**config.mk**
```make
export PLATFORM = sky130hd
export DESIGN_NAME = hc595_frame_decoder_flat
export DESIGN_NICKNAME = d
export VERILOG_FILES = /design/src/rtl/hc595_frame_decoder_if.sv /design/src/rtl/hc595_frame_decoder.sv /design/src/flat_wrapper.sv
export SDC_FILE = /design/constraint.sdc
export NUM_CORES = 1
export LEC_CHECK = 0
export BUFFER_PORTS_ARGS = -buffer_cell sky130_fd_sc_hd__buf_2
export CORE_UTILIZATION = 50
export CTS_BUF_LIST = sky130_fd_sc_hd__clkbuf_2
export DETAILED_ROUTE_END_ITERATION = 8
export GPL_TIMING_DRIVEN = 0
export PLACE_DENSITY_LB_ADDON = 0.05
export SYNTH_ARGS = -nofsm -noshare
export SYNTH_HDL_FRONTEND = slang
export SYNTH_SLANG_ARGS = --single-unit
```
**constraint.sdc**
```tcl
create_clock -name clk -period 5.6 [get_ports clk]
set_clock_uncertainty 0.2 [all_clocks]
set_input_delay 0.84 -clock clk [delete_from_list [all_inputs] [get_ports clk]]
set_output_delay 0.84 -clock clk [all_outputs]
set_load 0.01 [all_outputs]
```
**src/rtl/hc595_frame_decoder_if.sv**
```systemverilog
// Link and display-image bundle for the 74HC595 frame decoder.
// The master side drives the serial link and clear; the slave side is the decoder.
interface hc595_frame_decoder_if;
  logic        rclk_in;
  logic        sclk_in;
  logic        sdio_in;
  logic        clear;
  logic [39:0] digit_codes;
  logic [7:0]  dot_en;
  logic [7:0]  valid_mask;
  logic        frame_valid;
  logic        frame_err;
  logic        sel_err;
  logic        pattern_err;

  modport master (
    output rclk_in, sclk_in, sdio_in, clear,
    input  digit_codes, dot_en, valid_mask,
    input  frame_valid, frame_err, sel_err, pattern_err
  );

  modport slave (
    input  rclk_in, sclk_in, sdio_in, clear,
    output digit_codes, dot_en, valid_mask,
    output frame_valid, frame_err, sel_err, pattern_err
  );
endinterface

```
**src/rtl/hc595_frame_decoder.sv**
```systemverilog
// Oversampling receiver for the 74HC595 display link; rebuilds the per-digit
// display image (code + dot) from latched 16-bit frames.
module hc595_frame_decoder #(
  parameter int unsigned SYNC_STAGES  = 2,
  parameter int unsigned FRAME_BITS   = 16,
  parameter logic [4:0]  CODE_UNKNOWN = 5'd31
) (
  input  logic                   clk,
  input  logic                   rst,
  hc595_frame_decoder_if.slave   link
);

  localparam int unsigned CNT_W    = 5;
  localparam int unsigned N_POS    = 8;
  localparam int unsigned CODE_W   = 5;
  localparam int unsigned LINK_W   = 3;
  localparam int unsigned SEL_CW   = 4;
  localparam int unsigned POS_W    = 3;
  localparam logic [CNT_W-1:0]  CNT_MAX    = 5'd31;
  localparam logic [CODE_W-1:0] CODE_BLANK = 5'd16;

  // Link bit positions inside the synchroniser vector.
  localparam int unsigned L_SDIO = 0;
  localparam int unsigned L_SCLK = 1;
  localparam int unsigned L_RCLK = 2;

  logic [SYNC_STAGES-1:0][LINK_W-1:0] sync_q, sync_d;
  logic [1:0]                         prev_q, prev_d;
  logic [FRAME_BITS-1:0]              shreg_q, shreg_d;
  logic [CNT_W-1:0]                   bitcnt_q, bitcnt_d;

  logic                               lat_q, lat_d;
  logic [FRAME_BITS-1:0]              lat_frame_q, lat_frame_d;
  logic                               lat_cnt_ok_q, lat_cnt_ok_d;

  logic [N_POS-1:0][CODE_W-1:0]       codes_q, codes_d;
  logic [N_POS-1:0]                   dot_q, dot_d;
  logic [N_POS-1:0]                   valid_q, valid_d;
  logic                               fv_q, fv_d;
  logic                               fe_q, fe_d;
  logic                               se_q, se_d;
  logic                               pe_q, pe_d;

  logic [LINK_W-1:0]                  sync_out_c;
  logic                               sclk_rise_c;
  logic                               rclk_rise_c;
  logic                               sdio_c;
  logic [7:0]                         pat_c;
  logic [CODE_W-1:0]                  code_c;
  logic                               unknown_c;
  logic [SEL_CW-1:0]                  zero_cnt_c;
  logic [POS_W-1:0]                   sel_pos_c;

  // Synchroniser chain and edge detection on the link lines.
  always_comb begin
    sync_d    = sync_q;
    sync_d[0] = {link.rclk_in, link.sclk_in, link.sdio_in};
    for (int i = 1; i < int'(SYNC_STAGES); i++) begin
      sync_d[i] = sync_q[i-1];
    end
    sync_out_c  = sync_q[SYNC_STAGES-1];
    prev_d      = {sync_out_c[L_RCLK], sync_out_c[L_SCLK]};
    sclk_rise_c = sync_out_c[L_SCLK] & ~prev_q[0];
    rclk_rise_c = sync_out_c[L_RCLK] & ~prev_q[1];
    sdio_c      = sync_out_c[L_SDIO];
  end

  // Shift register and saturating bit counter; a latch restarts the count,
  // with a coincident shift counting toward the next frame.
  always_comb begin
    shreg_d  = shreg_q;
    bitcnt_d = bitcnt_q;
    if (sclk_rise_c) begin
      shreg_d = {shreg_q[FRAME_BITS-2:0], sdio_c};
    end
    if (rclk_rise_c) begin
      bitcnt_d = sclk_rise_c ? CNT_W'(1) : '0;
    end else if (sclk_rise_c && (bitcnt_q != CNT_MAX)) begin
      bitcnt_d = bitcnt_q + CNT_W'(1);
    end
  end

  // Latch snapshot: pre-shift frame contents, like the 595 storage register.
  always_comb begin
    lat_d        = rclk_rise_c;
    lat_frame_d  = lat_frame_q;
    lat_cnt_ok_d = lat_cnt_ok_q;
    if (rclk_rise_c) begin
      lat_frame_d  = shreg_q;
      lat_cnt_ok_d = (bitcnt_q == CNT_W'(FRAME_BITS));
    end
  end

  // Digit select analysis: exactly one active-low bit is a legal select.
  always_comb begin
    zero_cnt_c = '0;
    sel_pos_c  = '0;
    for (int i = 0; i < int'(N_POS); i++) begin
      if (!lat_frame_q[i]) begin
        zero_cnt_c = zero_cnt_c + SEL_CW'(1);
        sel_pos_c  = POS_W'(i);
      end
    end
  end

  // Segment pattern decode with the dot forced off.
  always_comb begin
    pat_c     = lat_frame_q[FRAME_BITS-1 -: 8] | 8'h80;
    code_c    = CODE_UNKNOWN;
    unknown_c = 1'b0;
    case (pat_c)
      8'hC0:   code_c = 5'd0;
      8'hF9:   code_c = 5'd1;
      8'hA4:   code_c = 5'd2;
      8'hB0:   code_c = 5'd3;
      8'h99:   code_c = 5'd4;
      8'h92:   code_c = 5'd5;
      8'h82:   code_c = 5'd6;
      8'hF8:   code_c = 5'd7;
      8'h80:   code_c = 5'd8;
      8'h90:   code_c = 5'd9;
      8'hBF:   code_c = 5'd12;
      8'hFF:   code_c = 5'd16;
      default: begin
        code_c    = CODE_UNKNOWN;
        unknown_c = 1'b1;
      end
    endcase
  end

  // Apply a latched frame to the display image and raise the status pulses.
  always_comb begin
    codes_d = codes_q;
    dot_d   = dot_q;
    valid_d = valid_q;
    fv_d    = 1'b0;
    fe_d    = 1'b0;
    se_d    = 1'b0;
    pe_d    = 1'b0;
    if (lat_q) begin
      if (!lat_cnt_ok_q) begin
        fe_d = 1'b1;
      end else if (zero_cnt_c != SEL_CW'(1)) begin
        se_d = 1'b1;
      end else begin
        codes_d[sel_pos_c] = code_c;
        dot_d[sel_pos_c]   = ~lat_frame_q[FRAME_BITS-1];
        valid_d[sel_pos_c] = 1'b1;
        fv_d               = 1'b1;
        pe_d               = unknown_c;
      end
    end
  end

  always_ff @(posedge clk) begin
    if (rst || link.clear) begin
      sync_q       <= '0;
      prev_q       <= '0;
      shreg_q      <= '1;
      bitcnt_q     <= '0;
      lat_q        <= 1'b0;
      lat_frame_q  <= '1;
      lat_cnt_ok_q <= 1'b0;
      codes_q      <= {N_POS{CODE_BLANK}};
      dot_q        <= '0;
      valid_q      <= '0;
      fv_q         <= 1'b0;
      fe_q         <= 1'b0;
      se_q         <= 1'b0;
      pe_q         <= 1'b0;
    end else begin
      sync_q       <= sync_d;
      prev_q       <= prev_d;
      shreg_q      <= shreg_d;
      bitcnt_q     <= bitcnt_d;
      lat_q        <= lat_d;
      lat_frame_q  <= lat_frame_d;
      lat_cnt_ok_q <= lat_cnt_ok_d;
      codes_q      <= codes_d;
      dot_q        <= dot_d;
      valid_q      <= valid_d;
      fv_q         <= fv_d;
      fe_q         <= fe_d;
      se_q         <= se_d;
      pe_q         <= pe_d;
    end
  end

  assign link.digit_codes = codes_q;
  assign link.dot_en      = dot_q;
  assign link.valid_mask  = valid_q;
  assign link.frame_valid = fv_q;
  assign link.frame_err   = fe_q;
  assign link.sel_err     = se_q;
  assign link.pattern_err = pe_q;

endmodule

```
**src/flat_wrapper.sv**
```systemverilog
// flat-port wrapper written by rule: the top's interface ports become plain ports
module hc595_frame_decoder_flat 
#(
  parameter int unsigned SYNC_STAGES  = 2,
  parameter int unsigned FRAME_BITS   = 16,
  parameter logic [4:0]  CODE_UNKNOWN = 5'd31
)
  (clk, rst, link_rclk_in, link_sclk_in, link_sdio_in, link_clear, link_digit_codes, link_dot_en, link_valid_mask, link_frame_valid, link_frame_err, link_sel_err, link_pattern_err);
  hc595_frame_decoder_if link_i ();
  input  logic clk;
  input  logic rst;
  input wire logic [$bits(link_i.rclk_in)-1:0] link_rclk_in;
  input wire logic [$bits(link_i.sclk_in)-1:0] link_sclk_in;
  input wire logic [$bits(link_i.sdio_in)-1:0] link_sdio_in;
  input wire logic [$bits(link_i.clear)-1:0] link_clear;
  output wire logic [$bits(link_i.digit_codes)-1:0] link_digit_codes;
  output wire logic [$bits(link_i.dot_en)-1:0] link_dot_en;
  output wire logic [$bits(link_i.valid_mask)-1:0] link_valid_mask;
  output wire logic [$bits(link_i.frame_valid)-1:0] link_frame_valid;
  output wire logic [$bits(link_i.frame_err)-1:0] link_frame_err;
  output wire logic [$bits(link_i.sel_err)-1:0] link_sel_err;
  output wire logic [$bits(link_i.pattern_err)-1:0] link_pattern_err;
  assign link_i.rclk_in = link_rclk_in;
  assign link_i.sclk_in = link_sclk_in;
  assign link_i.sdio_in = link_sdio_in;
  assign link_i.clear = link_clear;
  assign link_digit_codes = link_i.digit_codes;
  assign link_dot_en = link_i.dot_en;
  assign link_valid_mask = link_i.valid_mask;
  assign link_frame_valid = link_i.frame_valid;
  assign link_frame_err = link_i.frame_err;
  assign link_sel_err = link_i.sel_err;
  assign link_pattern_err = link_i.pattern_err;
  hc595_frame_decoder #(.SYNC_STAGES(SYNC_STAGES), .FRAME_BITS(FRAME_BITS), .CODE_UNKNOWN(CODE_UNKNOWN)) u_core (.clk(clk), .rst(rst), .link(link_i));
endmodule
```
==> flow_summary.ini, run 1 <==
[run_status]
status = completed

[worst_setup_path]
arrival_ns = 5.49
r2r_setup_slack_ns = 0.35
worstPathRequired_ns = 5.84
reg2reg_from = u_core.lat_frame_q[0]
worstSetupEndpoint = u_core.link.digit_codes[39]
critPathBufInv = 2
cp_slowest_stage_delay_ns = 0.67
cp_slowest_cell = nor4b_1
crit_chain = inv_1 > ha_4 > xnor2_4 > ha_1 > nand2_1 > nand2_1 > ha_1 > nor2_1 > a31oi_2 > ha_1 > nor2b_1 > a21oi_1 > inv_1 > ha_1 > nor2_1 > a21oi_1 > ha_1 > xor3_1 > nor4b_1 > nand2_1 > mux2i_1
crit_path_start = u_core.lat_frame_q[0]
critical_path.top_delay_family = adder cells
crit_top_cell = ha_1
criticalPathCategory = flip-flop to flip-flop
endpoint_kind = flip-flop
reg2reg_depth = 21
worstSetupStartpointType = flip-flop
cp_num_cells = 21
crit_fanout = 4
r2r_end = u_core.link.digit_codes[39]

[cells_and_area]
fin_nets = 584
layout_common_cells = 105 x dfxtp_1, 91 x nand2_1, 66 x buf_2
antenna_cells = 0
final_common_cell = dfxtp_1
fillers = 810
drive_above_1_share_pct = 19.4
synthToLayoutAreaGrowth_pct = 13.2

[sta]
tightest_slew_ns = 1.20
slew_violations = 0
setup_ws_ns = 0.349
fin_crit_ns = 5.25
maxSlewHeadroom_pct = 19.5
period_share_pct = 93.8
finalSetupViolCount = 0
rsz0062_at_grt = false
fin_setup_tns_ns = 0
finalHoldViolations = 0
max_freq_mhz = 190

[clock_tree]
cts_tree = done
clk_pin_slew_worst_paths_ns = 0.28
cts_sinks = 107
htreeDepth = 3
clockRootBuffer = clkbuf_2
clock_latency_ns = 0.57
cts-buffers-inserted = 9
ctsLongestPathBuffers = 2

[synthesis]
yosysWarningCount = 0
synth_top_area_share_pct = 46.4
syn-cell-area_um2 = 4620
async_flop_share_pct = 0
ys_types = 60
synth_edf_count = 0
syn_inst = 489
synth-seq-area-share_pct = 46.4
ys_seq_elements = 107
synth.area.top_cells = dfxtp_1 46%, mux2i_1 9.5%, nand2_1 7.4%, o22a_1 2.8%, nand3_1 2.8%
synth_nets = 505
yosysTopAreaCell = dfxtp_1
ys.flop_type = dfxtp_1
synth.avg_cell_area_um2 = 9.45

[pwr]
internal-power_uw = 836
power_mw = 1.12
p_leak_nw = 2.54
p_sw_uw = 282
clkPwrFrac_pct = 29.0
p_seq_share_pct = 68.8
comb_power_share_pct = 2.3
irDropWorstVdd_v = 0.000111
powerDensity_nw_per_um2 = 214
switching_share_pct = 25.2

[placement]
gp_congestion = 0.833
post-place-ws_ns = 0.0168
hpwl_um = 7400
port_buffers = 65

[grt]
overflow = 0
grt.total_usage_pct = 22.0
grt_first_pass_wirelength_um = 16800
grt_pass1_vias = 3396
antenna_found_initial = 0
grt_max_degree = 19

[detailed_routing]
viasPerCell = 5.36
drc = 0
drt-wirelength-per-cell_um = 14.7
ant_nets = 0
vias = 3653
totalWireLength_um = 10000
drtPass1Iterations = 6
drtIter0Drc = 144

[die]
rows = 34
die_h_um = 98.1
start_util_pct = 52.2
die_w_um = 98.1
coreArea_um2 = 8850
io_pins = 66
die_area_um2 = 9630

[flow_run]
max_cap_viol_count = 0

[worst_hold_path]
min_path_type = primary input to flip-flop
## flip-flops by register name, indices dropped and copies added (netlist names)
name and count:
u_core.link.valid_mask 8, u_core.link.pattern_err 1, u_core.lat_q 1, u_core.link.frame_err 1, u_core.lat_frame_q 16, u_core.prev_q 2, u_core.link.digit_codes 40, u_core.sync_out_c 3
u_core.link.dot_en 8, u_core.lat_cnt_ok_q 1, u_core.link.sel_err 1, u_core.link.frame_valid 1, u_core.shreg_q 16, u_core.bitcnt_q 5, u_core.sync_d 3
## per-layer routing
| layer | track usage [%] | part of all wire [%] | vias to the layer above |
|---|---|---|---|
| li1 | - | - | 1838 |
| met2 | 36.2 | 47 | 63 |
| met1 | 29.3 | 49 | 1737 |
| met3 | 3.79 | 2.9 | 15 |
| met4 | 7.23 | 1.5 | 0 |
| met5 | 0 | 0 | - |
## worst min-delay path by stage
stage	to	cells after the start	from	slack, ns
6_report	u_core.sync_d[4]	2	link_sclk_in	0.24
5_1_grt	u_core.sync_d[4]	2	link_sclk_in	0.19
4_1_cts	u_core.sync_d[4]	2	link_sclk_in	0.20
3_5_place_dp	u_core.sync_out_c[2]	1	u_core.sync_d[5]	0.22
3_3_place_gp	u_core.sync_out_c[2]	1	u_core.sync_d[5]	0.21
2_1_floorplan	u_core.sync_out_c[0]	1	u_core.sync_d[3]	0.21
## synth_stat cells (all sizes together), types with 2 or more instances
master / instances
inv: 19
clkbuf: 22
mux2i: 44
a221oi: 2
nand3b: 3
nor4: 2
nor3b: 5
nor4b: 2
dfxtp: 107
o21a: 2
nor2: 23
nand2b: 7
or3: 2
a31oi: 3
a21oi: 19
and3: 3
nand3: 30
a211oi: 2
o31ai: 3
xor2: 5
o21ai: 9
buf: 6
xnor2: 10
nand4: 3
nor3: 8
nand2: 91
o22a: 16
ha: 10
and2: 10
nor2b: 6
## cell families (layout without fill, tap and decap cells)
group,Yosys count,count (layout),synth area share [%]
adder cells (fa/ha/maj),10,10,2.71
XOR/XNOR,17,17,4.44
multiplexers,44,44,9.53
AND/OR/NAND/NOR,201,201,22.6
AO/OA/AOI/OAI,63,63,9.91
buffers and inverters,47,131,4.44
flip-flops,107,107,46.4
## timing repair
action                     CTS  global route
cloned                       0             0
pin swaps                    0             1
setup endpoints to repair    1            55
hold buffers                 0             0
buffers inserted             0             2
gates resized for setup      1             5
## through the flow
stage          std cells  hold WS, ns  util (%)  cell area, um^2
2_1_floorplan        489        0.206         -             4620
3_3_place_gp         662        0.212      57.4             5080
3_5_place_dp         662        0.215      57.4             5080
4_1_cts              678        0.201      58.6             5190
5_1_grt              681        0.193      59.1             5230
6_report             681        0.243      59.1             5230
## power by group through the flow
stage	combinational [mW]	clock, mW	sequential [mW]
after floorplan	0.0166	0	0.781
after global routing	0.0284	0.364	0.770
final	0.0252	0.324	0.769
after global placement	0.0250	0	0.781
after CTS	0.0254	0.331	0.769
after detailed placement	0.0253	0	0.782
## layout make-up
class	instances	area, um^2	area share, %
plain buffers	28	134	2.56
repair buffers	68	345	6.60
inverters	19	71.3	1.36
clock inverters	7	51.3	0.981
clock buffers	9	45.0	0.861
flip-flops and latches	107	2140	41.0
multi-input cells	335	2300	44.0
well taps	108	135	2.58
Power figures use the tool's default switching activity.
==> run 2, diff against run 1 <==
- clock period: 5.6 -> 4.45 ns (I/O delays scaled with it)
==> run 2 against run 1 <==
Wire length increased by 7.5%. Clock power increased by 48%. Count of clock-buffer cells in the layout unchanged. Critical endpoint is now u_core.link.dot_en[3]. Core utilization increased by 4.5 points. Sequential share of layout area decreased by 2.9 points. Highest routed layer unchanged. Final cell count increased by 2.2%. Flip-flop and latch count unchanged. Design area increased by 7.7%. Worst hold slack got worse by 0.14 ns. Combinational power increased by 30%. The run now ends with DRC, setup timing left.
==> flow_summary.ini, run 2 (same netlist as run 1, synthesis figures left out) <==
[sta]
fin_crit_ns = 4.68
finalSetupViolCount = 51
slew_violations = 0
period_share_pct = 105
finalHoldViolations = 0
tightest_slew_ns = 1.15
max_freq_mhz = 214
maxSlewHeadroom_pct = 22.6
setup_ws_ns = -0.228
rsz0062_at_grt = true

[detailed_routing]
totalWireLength_um = 10800
ant_nets = 0
drtIter0Drc = 157
drtPass1Iterations = 6
drc = 4
drt-wirelength-per-cell_um = 15.5
vias = 3725
viasPerCell = 5.35

[die]
coreArea_um2 = 8850
io_pins = 66
rows = 34
die_w_um = 98.1
start_util_pct = 52.2
die_area_um2 = 9630
die_h_um = 98.1

[worst_setup_path]
reg2reg_from = u_core.lat_frame_q[1]
cp_slowest_stage_delay_ns = 0.49
crit_top_cell = ha_4
criticalPathCategory = flip-flop to flip-flop
r2r_end = u_core.link.dot_en[3]
r2r_setup_slack_ns = -0.23
worstPathRequired_ns = 4.74
reg2reg_depth = 22
worstSetupStartpointType = flip-flop
crit_fanout = 7
arrival_ns = 4.97
endpoint_kind = flip-flop
crit_chain = inv_2 > ha_4 > xnor2_4 > ha_4 > nand2_4 > nand2_4 > ha_4 > nor2_4 > a31oi_4 > ha_4 > nor2b_4 > a21oi_2 > inv_2 > ha_4 > nor2b_4 > xnor2_2 > xor3_1 > or4b_4 > o31ai_4 > buf_12 > nand3_4 > a221oi_2
cp_slowest_cell = or4b_4

[placement]
hpwl_um = 7520
post-place-ws_ns = -0.651
port_buffers = 65
gp_congestion = 0.846
dp.cells = 662

[clock_tree]
cts_sinks = 107
ctsLongestPathBuffers = 2
clk_pin_slew_worst_paths_ns = 0.26
ctsHoldBuffers = 0
htreeDepth = 3
clockRootBuffer = clkbuf_2
cts_tree = done
cts-buffers-inserted = 9
clock_latency_ns = 0.54

[grt]
overflow = 0
grt.total_usage_pct = 23.1
grt_pass1_vias = 3633
antenna_found_initial = 0
grt_first_pass_wirelength_um = 17700
grt_max_degree = 17

[pwr]
internal-power_mw = 1.15
comb_power_share_pct = 2.2
clkPwrFrac_pct = 32.5
p_seq_share_pct = 65.3
p_leak_nw = 2.64
irDropWorstVdd_v = 0.000196
p_sw_uw = 328
switching_share_pct = 22.2
powerDensity_nw_per_um2 = 263

[cells_and_area]
layout_common_cells = 105 x dfxtp_1, 89 x nand2_1, 66 x buf_2
drive_above_1_share_pct = 26.4
fin_nets = 601
largest_reg_flops = 40
fillers = 781
synthToLayoutAreaGrowth_pct = 21.9
fin_cells = 696
utilization_pct = 63.6
antenna_cells = 0
final_common_cell = dfxtp_1

[worst_hold_path]
whs_path_depth = 2
hold_end = u_core.sync_d[3]
worstHoldStart = link_sdio_in
min_path_type = primary input to flip-flop

[run_status]
status = complete, but fails checks
violations = DRC, setup timing

[flow_run]
max_cap_viol_count = 0
run 2: area by class of cell:
cell class                      count  area, um^2  area share (%)
Tap cell                          108         135            2.40
Clock buffer                        9        45.0           0.800
Multi-Input combinational cell    335        2520            44.8
Sequential cell                   107        2140            38.1
Clock inverter                      5        80.1            1.42
Buffer                             28         138            2.44
Timing Repair Buffer               85         495            8.80
Inverter                           19        71.3            1.27
run 2: timing repair:
action / CTS / global route
setup buffers: 18 / 4
cloned: 1 / 0
gates resized for setup: 24 / 15
endpoints found under the setup margin: 59 / 58
pin swaps: 12 / 9
run 2: power by group through the flow:
| stage | logic [mW] | clock network [mW] | registers [mW] |
|---|---|---|---|
| after CTS | 0.0329 | 0.493 | 0.967 |
| after global placement | 0.0311 | 0 | 0.983 |
| after floorplan | 0.0209 | 0 | 0.983 |
| after global routing | 0.0367 | 0.527 | 0.968 |
| after detailed placement | 0.0319 | 0 | 0.984 |
| final | 0.0327 | 0.481 | 0.966 |
run 2: worst max path at each step:
stage	from	endpoint	slack [ns]	cells past startpoint
finish	u_core.lat_frame_q[1]	u_core.link.dot_en[3]	-0.23	22
floorplan	u_core.lat_frame_q[1]	u_core.link.dot_en[3]	-0.24	23
global route	u_core.lat_frame_q[1]	u_core.link.dot_en[3]	-0.44	22
detailed placement	u_core.lat_frame_q[0]	u_core.link.dot_en[1]	-0.65	22
CTS	u_core.lat_frame_q[1]	u_core.link.dot_en[3]	-0.30	23
global placement	u_core.lat_frame_q[1]	u_core.link.dot_en[1]	-0.59	22
run 2: routing by layer:
| metal | track usage (%) | share of wire (%) | vias up |
|---|---|---|---|
| met5 | 0 | 0 | - |
| met4 | 8.04 | 1.4 | 0 |
| met3 | 3.15 | 2.4 | 12 |
| met2 | 39.8 | 49 | 53 |
| met1 | 29.7 | 47 | 1789 |
| li1 | - | - | 1871 |
run 2: worst max-delay path, delay by kind of cell, from the launching register on:
family          cells  cell delay (ns)
simple gates        7             1.06
fa+ha+maj           5             1.18
compound gates      4             0.76
buf+inv             3             0.30
xor+xnor            3             0.74
flops               1             0.41
run 2: metrics by stage:
step / hold WS [ns] / power [mW] / setup TNS, ns / cell area [um^2]
after global routing: 0.0332 / 1.53 / -18.78 / 5630
after detailed placement: 0.214 / 1.02 / -31.15 / 5160
final: 0.101 / 1.48 / -7.60 / 5630
after CTS: 0.0507 / 1.49 / -11.18 / 5570
after floorplan: 0.206 / 1.00 / -8.33 / 4700
after global placement: 0.212 / 1.01 / -27.50 / 5160
